===== src/rtl/fetch_pkg.sv =====
// Shared defaults and the queue entry layout for the instruction fetch front-end.
package fetch_pkg;

  localparam int XLEN_DEF = 32;
  localparam logic [XLEN_DEF-1:0] RESET_PC_DEF = '0;

  // One buffered instruction: where it came from and what it is.
  typedef struct packed {
    logic [XLEN_DEF-1:0] pc;
    logic [XLEN_DEF-1:0] ins;
  } fetch_entry_t;

endpackage


===== src/rtl/fetch_fifo.sv =====
// Synchronous instruction queue. Flush empties it and wins over a same-cycle push.
// The head data reads as zero while the queue is empty.
module fetch_fifo #(
  parameter  int DEPTH = 4,
  parameter  int WIDTH = 64,
  localparam int AW    = $clog2(DEPTH),
  localparam int CW    = AW + 1
) (
  input  logic             clk,
  input  logic             rstd,
  input  logic             push,
  input  logic [WIDTH-1:0] push_data,
  input  logic             pop,
  input  logic             flush,
  output logic [CW-1:0]    count,
  output logic             head_valid,
  output logic [WIDTH-1:0] head_data
);

  logic [WIDTH-1:0] mem [DEPTH];
  logic [AW-1:0]    rd_ptr;
  logic [AW-1:0]    wr_ptr;
  logic             pop_ok;

  assign head_valid = (count != '0);
  assign pop_ok     = pop & head_valid;
  assign head_data  = head_valid ? mem[rd_ptr] : '0;

  // Storage write; a flushed push is dropped.
  // NOTE: the storage array has no reset; only pointers and count define what is valid.
  always_ff @(posedge clk) begin
    if (push && !flush) begin
      mem[wr_ptr] <= push_data;
    end
  end

  // Pointer and occupancy update; DEPTH is a power of two so pointers wrap naturally.
  always_ff @(posedge clk or posedge rstd) begin
    if (rstd) begin
      rd_ptr <= '0;
      wr_ptr <= '0;
      count  <= '0;
    end else if (flush) begin
      rd_ptr <= '0;
      wr_ptr <= '0;
      count  <= '0;
    end else begin
      if (push) begin
        wr_ptr <= wr_ptr + AW'(1);
      end
      if (pop_ok) begin
        rd_ptr <= rd_ptr + AW'(1);
      end
      case ({push, pop_ok})
        2'b10:   count <= count + CW'(1);
        2'b01:   count <= count - CW'(1);
        default: count <= count;
      endcase
    end
  end

endmodule


===== src/rtl/fetch_unit.sv =====
// Instruction fetch front-end: pc sequencing, ROM request credit and redirect handling.
// Returned ROM words are tagged with their pc and buffered in fetch_fifo.
module fetch_unit
  import fetch_pkg::*;
#(
  parameter  int              XLEN     = XLEN_DEF,
  parameter  int              IMEM_AW  = 8,
  parameter  int              DEPTH    = 4,
  parameter  logic [XLEN-1:0] RESET_PC = XLEN'(RESET_PC_DEF),
  localparam int              CW       = $clog2(DEPTH) + 1
) (
  input  logic               clk,
  input  logic               rstd,
  output logic               imem_en,
  output logic [IMEM_AW-1:0] imem_addr,
  input  logic [XLEN-1:0]    imem_data,
  input  logic               redirect_valid,
  input  logic [XLEN-1:0]    redirect_pc,
  input  logic               halt,
  output logic               out_valid,
  input  logic               out_ready,
  output logic [XLEN-1:0]    out_ins,
  output logic [XLEN-1:0]    out_pc,
  output logic [CW-1:0]      q_count
);

  logic [XLEN-1:0]   fetch_pc;
  logic [XLEN-1:0]   pend_pc;
  logic              pending;
  logic [CW:0]       credit_used;
  logic              issue;
  logic              push;
  logic [2*XLEN-1:0] head_data;

  // Credit counts queued entries plus the in-flight word; a same-cycle pop is
  // deliberately not credited so the issue path stays short.
  assign credit_used = {1'b0, q_count} + (CW+1)'(pending);
  assign issue       = !rstd && !halt && !redirect_valid && (credit_used < (CW+1)'(DEPTH));
  assign imem_en     = issue;
  assign imem_addr   = fetch_pc[IMEM_AW+1:2];

  // A response arriving in a redirect cycle belongs to the old path and is dropped.
  assign push = pending && !redirect_valid;

  // Fetch pc and in-flight tracking; redirect wins over issue and halt.
  always_ff @(posedge clk or posedge rstd) begin
    if (rstd) begin
      fetch_pc <= RESET_PC;
      pending  <= 1'b0;
      pend_pc  <= '0;
    end else if (redirect_valid) begin
      fetch_pc <= redirect_pc & ~XLEN'(3);
      pending  <= 1'b0;
    end else if (issue) begin
      fetch_pc <= fetch_pc + XLEN'(4);
      pending  <= 1'b1;
      pend_pc  <= fetch_pc;
    end else begin
      pending  <= 1'b0;
    end
  end

  fetch_fifo #(
    .DEPTH (DEPTH),
    .WIDTH (2*XLEN)
  ) u_fifo (
    .clk        (clk),
    .rstd       (rstd),
    .push       (push),
    .push_data  ({pend_pc, imem_data}),
    .pop        (out_ready),
    .flush      (redirect_valid),
    .count      (q_count),
    .head_valid (out_valid),
    .head_data  (head_data)
  );

  assign out_pc  = head_data[2*XLEN-1:XLEN];
  assign out_ins = head_data[XLEN-1:0];

endmodule


===== config.mk =====
export PLATFORM = sky130hd
export DESIGN_NAME = fetch_unit
export DESIGN_NICKNAME = d
export VERILOG_FILES = /design/src/rtl/fetch_pkg.sv /design/src/rtl/fetch_fifo.sv /design/src/rtl/fetch_unit.sv
export SDC_FILE = /design/constraint.sdc
export NUM_CORES = 1
export LEC_CHECK = 0
export CORE_UTILIZATION = 56
export CTS_CLUSTER_DIAMETER = 60
export DETAILED_ROUTE_END_ITERATION = 8
export PLACE_DENSITY = 0.8
export SLEW_MARGIN = 10
export SYNTH_ARGS = -nofsm -noshare
export SYNTH_HDL_FRONTEND = slang
export SYNTH_SLANG_ARGS = --single-unit

===== constraint.sdc =====
create_clock -name clk -period 3.76 [get_ports clk]
set_clock_uncertainty 0.15 [all_clocks]
set_input_delay 0.376 -clock clk [delete_from_list [all_inputs] [get_ports clk]]
set_output_delay 0.376 -clock clk [all_outputs]
set_load 0.01 [all_outputs]

## After elaboration in Yosys (flattened, before gate mapping)

Memories as Yosys holds them, arrays and structs flattened.
Index checks and enable logic that the tools add are counted.

| operators by class | value |
|---|---|
| add/sub/neg operators | 6 |
| order comparisons | 1 |
| eq/ne operators | 2 |
| mux-type cells | 13 |
| bitwise logic cells | 2 |
| reductions and logical operators | 14 |

Operators with widths:

| cell | count |
|---|---|
| two-way mux 32 bit | 2 |
| two-way mux 64 bit | 1 |
| adder 32 x 3 -> 32 bit, second input constant | 1 |
| two-way mux 2 bit | 4 |
| case mux 3 bit (2 select lines) | 1 |
| nonzero test 2 bit | 3 |
| nonzero test 3 bit | 2 |
| logical AND 1 bit | 5 |
| adder 2 x 1 -> 2 bit, second input constant | 2 |
| adder 3 x 1 -> 4 bit | 1 |
| < comparator 4 x 3 -> 1 bit, second input constant | 1 |
| two-way mux 1 bit | 4 |
| adder 3 x 1 -> 3 bit, second input constant | 1 |
| zero test 1 bit | 3 |
| two-way mux 3 bit | 1 |
| subtractor 3 x 1 -> 3 bit, second input constant | 1 |
| == test 2 x 1 -> 1 bit, second input constant | 1 |
| == test 2 bit, second input constant | 1 |
| AND reduction 2 bit | 1 |
| AND 1 bit | 1 |
| inverter 1 bit | 1 |

| storage, ports and cells | value |
|---|---|
| register bits after elaboration | 72 |
| RAM bits | 256 |
| input bits | 69 |
| output and inout port bits | 77 |
| word-level logic and storage cells | 45 |
| memories kept | 1 |

Memory list:

| name | depth | bits a word | rd ports | clocked after Yosys merged registers in | write ports | RTL line | text |
|---|---|---|---|---|---|---|---|
| u_fifo.mem | 4 | 64 | 1 | 0 | 1 | fetch_fifo.sv:20 | `logic [WIDTH-1:0] mem [DEPTH];` |

## Logic depth before layout (Yosys ltp)

Gate-level depths: netlist of run 1.

| depth | value |
|---|---|
| word-level depth | 6 |
| gate-level depth with buffers | 8 |
| depth with buffers taken out | 8 |

## Hierarchy

From an unflattened synthesis of run 1, not the netlist that was laid out.

| unflattened totals | value |
|---|---|
| cells, all modules | 810 |
| area total of the unflattened synthesis | 13171.4 um^2 |

By module, submodules not included:

| module | times used | cells each | area an instance (um^2) | sequential area each (um^2) |
|---|---|---|---|---|
| fetch_fifo | 1 | 457 | 10143.5 | 7862.5 |
| fetch_unit | 1 | 353 | 3027.9 | 1526.5 |

## Worst setup path before layout of run 1

Ideal clock, no wire load.

| path | value |
|---|---|
| path kind | register to register |
| start point | register pending |
| end point | memory u_fifo.mem[0][0] (enable) |
| setup time | 427 ps |
| arrival | 2366 ps |
| required time | 3183 ps |
| path slack | 817 ps |
| stages on the path, launching flop included | 4 |
| path buffers | 1 |
| period minus slack after synthesis | 2943 ps |
| cells stage by stage | dfrtp_1 clkbuf_1 nor2b_1 and2_1 |

| on the way | value |
|---|---|
| word-level cells in the longest chain between the ends | 4 |

Ends and longest elaborated chain:

| what | RTL line | text |
|---|---|---|
| from (decl) | fetch_unit.sv:29 | `logic pending;` |
| from (signal assigned) | fetch_unit.sv:49 | `pending <= 1'b0;` |
| from (signal assigned) | fetch_unit.sv:53 | `pending <= 1'b0;` |
| from (signal assigned) | fetch_unit.sv:56 | `pending <= 1'b1;` |
| logical AND 1 bit | fetch_unit.sv:43 | `assign push = pending && !redirect_valid;` |
| logical AND 1 bit | fetch_fifo.sv:32 | `if (push && !flush) begin` |
| two-way mux 1 bit | fetch_fifo.sv:32 |  |
| two-way mux 1 bit (not written as such) | fetch_fifo.sv:33 | `mem[wr_ptr] <= push_data;` |
| to (decl) | fetch_fifo.sv:20 |  |

No other way between the ends.

## Final worst setup path of run 1

| path | value |
|---|---|
| start point | register u_fifo.rd_ptr[0] |
| end point | output port out_ins[5] |

| on the way | value |
|---|---|
| word-level cells in the longest chain between the ends | 2 |

Ends and longest elaborated chain:

| what | RTL line | text |
|---|---|---|
| from (decl) | fetch_fifo.sv:21 | `logic [AW-1:0] rd_ptr;` |
| from (signal assigned) | fetch_fifo.sv:52 | `rd_ptr <= rd_ptr + AW'(1);` |
| memory read (4 x 64 bit) | - |  |
| two-way mux 64 bit | fetch_fifo.sv:27 | `assign head_data = head_valid ? mem[rd_ptr] : '0;` |
| to (decl) | fetch_unit.sv:22 | `output logic [XLEN-1:0] out_ins,` |

No other way between the ends.

==> impl_results.md, run 1 <==
- Status: completed
- Static Leakage: about 5.4 nW
- Core Area: 22100 um2
- Placed cell area: between 10000 and 15000 um2
- Synth Instances: 796
- Total track usage: 22.6%
- Least-Margin Pin Slew: 1.09 ns
- Worst EP arrival: about 2.8 ns
- Drt wl/cell: 20.3 um
- Pwr Density: between 600 and 700 nW/um2
- Most common cell after layout, fill and taps aside: edfxtp_1
- Clock Power Share: 30.6%
- Initial DRC Count: 535
- DIE AREA: 23400 um2
- Die Y: ~150 um
- Antenna fix cells: 0
- Hold WS: 0.168 ns
- Fmax: 299 MHz
- # fillers: 1405
- Crit path kind: register to output pin
- CTS tree: built
- CTS Root Cell: clkbuf_16
- Crit path capture type: output pin
- Worst setup margin: 0.417 ns
- H-tree depth: 2
- Clk pin slew, worst setup/hold paths: roughly 0.06 ns
- Worst path required time: 3.23 ns
- First-pass GRT wire length: 40600 um
- Clk sink count: 316
- Remaining antenna violation count after routing: 0
- Max VDD drop: 0.000447 V
- Distinct cell type count after synthesis: 42
- Most frequent cells in the layout: 248 x edfxtp_1, 141 x clkdlybuf4s50_1, 130 x nand2_1, 66 x dfrtp_1, 64 x and2_1
- Setup violators final: 0
- Cell Area, Synth: approximately 13000 um2
- Post-CTS setup buffers: 0
- Synth Flop Type: edfxtp_1
- Crit share post-route: 88.9%
- Final GP Congestion: roughly 0.85
- Largest net degree at the start of global routing: 67
- RSZ-0062 raised after global routing: false
- Fin. max-slew vios: 0
- Crit path max fanout: 22
- Slew Limit Headroom: 26.9%
- Asr flop ratio synth: 21.5%
- Layout area overhead: 21.8%
- Vias per cell: 5.88
- Initial antenna violation count: 0
- Initial core utilization: 57.8%
- Hold Violations, Final: 0
- Max cap viols: 0
- DRC viols: 0
- Seq pwr share: 43.5%
- DRT Wirelength: 25300 um
- Grt total ovfl: 0
- Post-route cell area: 15600 um2
- Int Pwr: 7.52 mW
- CTS resizes: 0
- Sequential area share after synthesis: a little under three quarters
- # nets final: 1016
- Vias in the first global route: 7498
- Die Wd: 153 um
- Row cnt: 54
- Boundary Pins: 146
- Clk_lat worst skew: 0.50 ns
- Place WS: 0.316 ns
- Comb power frac: 25.9%
- Pwr Total: just over 10 mW
- Number of synthesis warnings: 0
- Via count: 7315
- Layout cell share with drive strength beyond 1: 14.1%
- Final Critical Period: between 3 and 4 ns
- Port Buf Inserts: roughly 140
- Setup TNS: 0 ns
- Sw frac: 26.7%
- Hold_buf cts: 0
- Flip-flop and latch count after synthesis: 316
- TritonCTS buffer count: 34
- HP Class: input pin to async pin
- Psw: 2.73 mW
- Post-DP HPWL: 15800 um
- Post-synth EDFFs: 248
- Initial DRT Pass Iterations: 5
- Bufs on Longest Clock Path: 3
- Type of origin of the critical path: register
- Synth Area per Inst: 16.1 um2
[sequential cells by signal, summed over array words and instances (netlist names)]
name / cells
fetch_pc: 30
pend_pc: 30
pending: 1
u_fifo.count: 3
u_fifo.mem: 248
u_fifo.rd_ptr: 2
u_fifo.wr_ptr: 2
[per-stage QoR]
| step | cells | utilization, % |
|---|---|---|
| 2_1_floorplan | 797 | - |
| 3_3_place_gp | 1185 | 65.7 |
| 3_5_place_dp | 1185 | 65.7 |
| 4_1_cts | 1244 | 70.5 |
| 5_1_grt | 1244 | 70.5 |
| 6_report | 1244 | 70.5 |
[kinds of logic (layout without fill, tap and decap cells)]
kind of cell	Yosys count	count (layout)	share of synthesized area [%]
AND/OR/NAND/NOR	274	274	10.3
adder cells (fa/ha/maj)	6	6	0.646
multiplexers	66	66	11.3
AO/OA/AOI/OAI	65	65	3.43
other	1	2	0.0294
flip-flops	316	316	71.6
XOR/XNOR	6	6	0.411
buffers and inverters	62	229	2.34
[power by group through the flow]
stage                     combinational (mW)  sequential (mW)  clock [mW]
final                                   2.66             4.45        3.14
after detailed placement                2.68             4.52           0
after CTS                               2.70             4.46        3.19
after global placement                  2.63             4.50           0
after floorplan                         1.50             4.35           0
after global routing                    2.88             4.50        3.32
[worst paths after layout]
path | startpoint | end | slack, ns | cells past startpoint
max in group asynchronous | rstd | pend_pc[3] | 2.52 | 3
setup reg to reg | pending | fetch_pc[12] | 0.57 | 5
hold reg to reg | pend_pc[7] | u_fifo.mem[2][39] | 0.37 | 0
min in group clk | redirect_pc[14] | fetch_pc[14] | 0.28 | 3
hold / removal | rstd | pend_pc[25] | 0.17 | 2
setup / recovery | u_fifo.rd_ptr[0] | out_ins[5] | 0.42 | 4
[cells in the mapped netlist, types with 8 or more instances]
cell type | count | area [um2]
a21oi_1 | 10 | 50.1
and2_1 | 68 | 425
buf_2 | 15 | 75.1
buf_4 | 10 | 75.1
clkbuf_1 | 22 | 82.6
dfrtp_1 | 68 | 1700
edfxtp_1 | 248 | 7450
inv_1 | 11 | 41.3
mux4_2 | 62 | 1400
nand2_1 | 130 | 488
nand3_1 | 24 | 120
nand4_1 | 8 | 50.1
nor2_1 | 22 | 82.6
o211ai_1 | 11 | 82.6
o21ai_0 | 21 | 105
o311ai_0 | 14 | 123
[worst max-delay path: stages, from the launching register on]
cell and delay [ns]:
dfrtp_4 0.72, buf_4 0.39, mux4_2 0.55, and2_1 0.17, clkdlybuf4s50_1 0.47
[metal layers]
layer	share of wire (%)	GRT usage (%)	wire length, um
met4	1.3	5.10	339
met3	6.6	3.97	1660
met2	50	37.8	12700
met5	0	0	0
met1	42	31.4	10600
[area by class of cell]
class	instances	area (um2)	share of cell area (%)
Inverter	13	51.3	0.330
Clock inverter	9	67.6	0.434
Timing Repair Buffer	157	1610	10.3
Sequential cell	316	9150	58.8
Clock buffer	50	995	6.39
Multi-Input combinational cell	419	3340	21.5
Tap cell	280	350	2.25
Power figures use the tool's default switching activity.
==> run 2, diff against run 1 <==
--- a/config.mk
+++ b/config.mk
@@ -8,6 +8,7 @@
 export CORE_UTILIZATION = 56
 export CTS_CLUSTER_DIAMETER = 60
 export DETAILED_ROUTE_END_ITERATION = 8
+export MAX_ROUTING_LAYER = met4
 export PLACE_DENSITY = 0.8
 export SLEW_MARGIN = 10
 export SYNTH_ARGS = -nofsm -noshare
==> impl_results.md, run 2 (synthesis results as in run 1) <==
- Status: completed
- Reg2reg path depth: 5 (unchanged)
- Initial antenna violation count: 0 (unchanged)
- Hold_buf cts: 0 (unchanged)
- Die Y: 153 um (unchanged)
- CTS tree: built
- Crit path kind: register to output pin
- Via count: 7275 (-0.55%)
- Total track usage: 23.3% (+0.71 points)
- Worst setup margin: 0.415 ns (-0.00156 ns)
- Clk sink count: 316 (unchanged)
- CP Cell Sequence: buf_4 -> mux4_2 -> and2_1 -> clkdlybuf4s50_1
- Worst EP arrival: 2.82 ns (about the same)
- Fmax: 299 MHz (about the same)
- Biggest register: u_fifo.mem
- Crit share post-route: 89.0% (about the same)
- Antenna fix cells: 0 (unchanged)
- H-tree depth: 2 (unchanged)
- Hold Violations, Final: 0 (unchanged)
- Pwr Density: 659 nW/um2 (+0.13%)
- Worst path required time: 3.23 ns (about the same)
- Pwr Total: 10.3 mW (+0.13%)
- Max VDD drop: 0.000447 V (about the same)
- TritonCTS buffer count: 34 (unchanged)
- Drt wl/cell: 20.3 um (about the same)
- Initial DRT Pass Iterations: 5 (unchanged)
- HP Class: input pin to async pin
- CTS resizes: 0 (unchanged)
- Crit path max fanout: 22 (unchanged)
- Setup violators final: 0 (unchanged)
- Grt total ovfl: 0 (unchanged)
- Post-CTS setup buffers: 0 (unchanged)
- Static Leakage: 5.43 nW (unchanged)
- Bufs on Longest Clock Path: 3 (unchanged)
- Post-DP HPWL: 15800 um (unchanged)
- Most common cell after layout, fill and taps aside: edfxtp_1
- Placed cell area: 14500 um2 (unchanged)
- First-pass GRT wire length: 40600 um (about the same)
- DIE AREA: 23400 um2 (unchanged)
- DRT Wirelength: 25300 um (about the same)
- # fillers: 1405 (unchanged)
- Final GP Congestion: 0.863 (+1.6%)
- Clk_lat worst skew: 0.50 ns (about the same)
- Core Area: 22100 um2 (unchanged)
- Crit path max-delay family: buffers and inverters
- Layout area overhead: 21.8% (unchanged)
- Slew Limit Headroom: 22.5% (-4.4 points)
- Port Buf Inserts: 141 (unchanged)
- Final Critical Period: 3.34 ns (+0.00156 ns)
- Initial core utilization: 57.8% (unchanged)
- Slowest-stage cell, CP: dfrtp_4
- Top Registers: u_fifo.mem x248, fetch_pc x30, pend_pc x30
- Fin. max-slew vios: 0 (unchanged)
- Max cap viols: 0 (unchanged)
- Die Wd: 153 um (unchanged)
- Worst R2R Start: pending
- Clk pin slew, worst setup/hold paths: 0.06 ns (about the same)
- Vias per cell: 5.85 (-0.55%)
- Boundary Pins: 146 (unchanged)
- Largest register FFs: 248 (unchanged)
- Initial DRC Count: 561 (+4.9%)
- RSZ-0062 raised after global routing: false
- Reg-to-Reg End: fetch_pc[12]
- Least-Margin Pin Slew: 1.16 ns (+0.0654 ns)
- Remaining antenna violation count after routing: 0 (unchanged)
- Most frequent cells in the layout: 248 x edfxtp_1, 141 x clkdlybuf4s50_1, 130 x nand2_1, 66 x dfrtp_1, 64 x and2_1
- Register-to-register setup slack: 0.48 ns (-0.09 ns)
- Row cnt: 54 (unchanged)
- Place WS: 0.316 ns (unchanged)
- Post-route cell area: 15600 um2 (unchanged)
- Crit path capture type: output pin
- Type of origin of the critical path: register
- Setup TNS: 0 ns (unchanged)
- Hold WS: 0.174 ns (+0.00545 ns)
- Vias in the first global route: 7503 (+0.067%)
- Buffers & Inverters on Critical Path: 2 (unchanged)
- Layout cell share with drive strength beyond 1: 14.1% (unchanged)
- # nets final: 1016 (unchanged)
- DRC viols: 0 (unchanged)
- Largest net degree at the start of global routing: 67 (unchanged)
- Worst path max stage delay: 0.72 ns (about the same)
- CTS Root Cell: clkbuf_16
run 2: cell counts in the layout (fill, tap and decap cells not counted):
Identical to the previous run, type by type.
run 2: layer usage:
layer / GRT usage, % / wire length (um) / vias up
li1: - / - / 3286
met1: 31.4 / 10500 / 3655
met2: 37.8 / 12600 / 299
met3: 3.91 / 1770 / 35
met4: 5.10 / 339 / 0
met5: - / 0 / -
run 2: final cells by class:
class / count / area, um2 / share of cell area, %
repair buffers: 157 / 1610 / 10.3
flip-flops and latches: 316 / 9150 / 58.8
inverters: 13 / 51.3 / 0.330
clock inverters: 9 / 67.6 / 0.434
clock buffers: 50 / 995 / 6.39
multi-input cells: 419 / 3340 / 21.5
well taps: 280 / 350 / 2.25
run 2: how the worst max path moves through the flow:
stage                           from                to  cells after the start
global route        u_fifo.rd_ptr[0]        out_ins[4]                      4
finish              u_fifo.rd_ptr[0]        out_ins[5]                      4
CTS                 u_fifo.rd_ptr[0]        out_ins[5]                      4
floorplan                    pending  u_fifo.mem[0][0]                      3
global placement                rstd       fetch_pc[9]                      7
detailed placement              halt      fetch_pc[12]                      7
run 2: metrics by stage:
step	util [%]	std cells
4_1_cts	70.5	1244
3_3_place_gp	65.7	1185
3_5_place_dp	65.7	1185
5_1_grt	70.5	1244
2_1_floorplan	-	797
6_report	70.5	1244
run 2: worst register-to-register path: cells and delay by family, from the launching register on:
kind	cells	cell delay [ns]
buf+inv	1	0.37
simple gates	1	0.97
compound gates	3	1.08
flops	1	0.59
run 2: power by group:
group / leakage [nW] / internal, mW / total (mW) / switching (mW)
sequential: 3.10 / 4.12 / 4.46 / 0.340
combinational: 1.82 / 1.50 / 2.66 / 1.15
clock: 0.516 / 1.90 / 3.15 / 1.25
==> run 3, diff against run 2 <==
--- a/config.mk
+++ b/config.mk
@@ -5,11 +5,14 @@
 export SDC_FILE = /design/constraint.sdc
 export NUM_CORES = 1
 export LEC_CHECK = 0
-export CORE_UTILIZATION = 56
+export CELL_PAD_IN_SITES_DETAIL_PLACEMENT = 1
+export CELL_PAD_IN_SITES_GLOBAL_PLACEMENT = 1
+export CORE_UTILIZATION = 47
 export CTS_CLUSTER_DIAMETER = 60
 export DETAILED_ROUTE_END_ITERATION = 8
+export HOLD_SLACK_MARGIN = 0.06
 export MAX_ROUTING_LAYER = met4
-export PLACE_DENSITY = 0.8
+export PLACE_DENSITY_LB_ADDON = 0.1
 export SLEW_MARGIN = 10
 export SYNTH_ARGS = -nofsm -noshare
 export SYNTH_HDL_FRONTEND = slang
==> impl_results.md, run 3 (synthesis results as in run 1) <==
- Status: completed
- Row cnt: 59 (+9.3%)
- Biggest register: u_fifo.mem
- Final Critical Period: 3.42 ns (+0.0703 ns)
- Largest net degree at the start of global routing: 69 (+3.0%)
- CTS tree: built
- Pwr Density: 664 nW/um2 (+0.65%)
- Type of origin of the critical path: register
- Port Buf Inserts: 141 (unchanged)
- Clk sink count: 316 (unchanged)
- Total track usage: 21.4% (-1.9 points)
- Crit path max fanout: 60 (+170%)
- # nets final: 1015 (-0.098%)
- Sequential cell area: 9150 um2 (unchanged)
- Boundary Pins: 146 (unchanged)
- Antenna fix cells: 0 (unchanged)
- Reg2reg path depth: 7 (+2)
- CTS Root Cell: clkbuf_16
- Fin. max-slew vios: 0 (unchanged)
- Layout cell share with drive strength beyond 1: 14.5% (+0.40 points)
- Layout area overhead: 22.5%
- Die Wd: 167 um (+9.0%)
- Worst EP arrival: 2.89 ns (+0.07 ns)
- Initial core utilization: 48.5% (-9.3 points)
- Reg-to-Reg End: u_fifo.count[2]
- Vias in the first global route: 7935 (+5.8%)
- Vias per cell: 5.61 (-4.0%)
- Die Y: 167 um (+9.0%)
- Hold Violations, Final: 0 (unchanged)
- Initial DRC Count: 459 (-18%)
- Most frequent cells in the layout: 248 x edfxtp_1, 141 x clkdlybuf4s50_1, 130 x nand2_1, 66 x dfrtp_1, 64 x and2_1
- Clk pin slew, worst setup/hold paths: 0.06 ns (about the same)
- Slew Limit Headroom: 32.8% (+10 points)
- DRT Wirelength: 27900 um (+10%)
- First-pass GRT wire length: 44700 um (+10%)
- Post-route cell area: 15600 um2 (+0.50%)
- Hold EP: fetch_pc[7]
- Drt wl/cell: 21.4 um (+5.6%)
- Multi-input gate area: 3350 um2 (about the same)
- Hold_sp: redirect_pc[7]
- Crit path kind: register to output pin
- Crit path capture type: output pin
- Register-to-register setup slack: 0.84 ns (+0.36 ns)
- Final GP Congestion: 0.853 (-1.2%)
- Fmax: 293 MHz (-2.1%)
- Top Registers: u_fifo.mem x248, fetch_pc x30, pend_pc x30
- CTS resizes: 0 (unchanged)
- TritonCTS buffer count: 34 (unchanged)
- Grt total ovfl: 0 (unchanged)
- H-tree depth: 2 (unchanged)
- Bufs on Longest Clock Path: 3 (unchanged)
- DRC viols: 0 (unchanged)
- Setup TNS: 0 ns (unchanged)
- Clk_lat worst skew: 0.50 ns (about the same)
- Remaining antenna violation count after routing: 0 (unchanged)
- Least-Margin Pin Slew: 1.01 ns (-0.150 ns)
- Static Leakage: 5.43 nW (-0.11%)
- Placed cell area: 14600 um2 (+0.59%)
- Crit path from: u_fifo.count[0]
- Initial antenna violation count: 0 (unchanged)
- Worst R2R Start: u_fifo.count[0]
- Post-DP HPWL: 17500 um (+11%)
- Core Area: 26400 um2 (+19%)
- # fillers: 2434 (+73%)
- DIE AREA: 27800 um2 (+19%)
- Max VDD drop: 0.000388 V (-13%)
- Hold_buf cts: 0 (unchanged)
- Largest register FFs: 248 (unchanged)
- Crit share post-route: 90.8% (+1.9 points)
- Most common cell after layout, fill and taps aside: edfxtp_1
- Setup violators final: 0 (unchanged)
- Worst path required time: 3.23 ns (about the same)
- Via count: 7297 (+0.30%)
- Post-CTS setup buffers: 0 (unchanged)
- HP Class: input pin to register
- Initial DRT Pass Iterations: 4 (-1)
- Worst hold path depth: 3
- RSZ-0062 raised after global routing: false
- Max cap viols: 0 (unchanged)
-- run 3: changes by cell type in the layout (fill, tap and decap cells not counted), sizes merged --
cell	delta
buf	-1
inv	+1
bufinv	+1
clkinv	+7
clkinvlp	+2
clkbuf	-9
-- run 3: worst max path at each step --
stage	slack, ns	to
after global routing	0.17	out_pc[4]
final	0.34	out_pc[4]
after global placement	0.64	fetch_pc[9]
after CTS	0.26	out_pc[2]
after detailed placement	0.52	fetch_pc[16]
after floorplan	0.82	u_fifo.mem[0][0]
-- run 3: per-stage QoR --
| stage | cells | hold slack, ns | power (mW) | setup WS [ns] | util, % |
|---|---|---|---|---|---|
| after floorplan | 797 | 0.321 | 5.86 | 0.817 | - |
| after global placement | 1239 | 0.340 | 7.28 | 0.641 | 55.4 |
| after detailed placement | 1239 | 0.363 | 7.36 | 0.521 | 55.4 |
| after CTS | 1300 | 0.309 | 10.5 | 0.264 | 59.4 |
| after global routing | 1300 | 0.316 | 10.9 | 0.168 | 59.4 |
| final | 1300 | 0.308 | 10.4 | 0.345 | 59.4 |
-- run 3: layout make-up --
class / count / share of cell area [%]
clock buffers: 41 / 5.74
flip-flops and latches: 316 / 58.5
multi-input cells: 419 / 21.4
well taps: 335 / 2.68
inverters: 13 / 0.328
clock inverters: 20 / 0.976
repair buffers: 156 / 10.4
-- run 3: layer usage --
metal,wire length [um],vias up,GRT usage (%)
met5,0,-,-
met4,544,0,5.76
met3,1150,38,2.85
met2,13800,177,35.0
met1,12400,3793,28.5
li1,-,3289,-
-- run 3: report_power, final --
part / switching (mW) / total (mW) / internal, mW
Clock: 1.30 / 3.15 / 1.84
Sequential: 0.342 / 4.46 / 4.12
Combinational: 1.23 / 2.78 / 1.55
Total: 2.87 / 10.4 / 7.51
-- run 3: critical path, cell delays in order (launching register included) --
cell	delay, ns
dfrtp_1	0.47
or3_2	0.94
buf_4	0.36
and2_1	0.15
clkdlybuf4s50_1	0.47
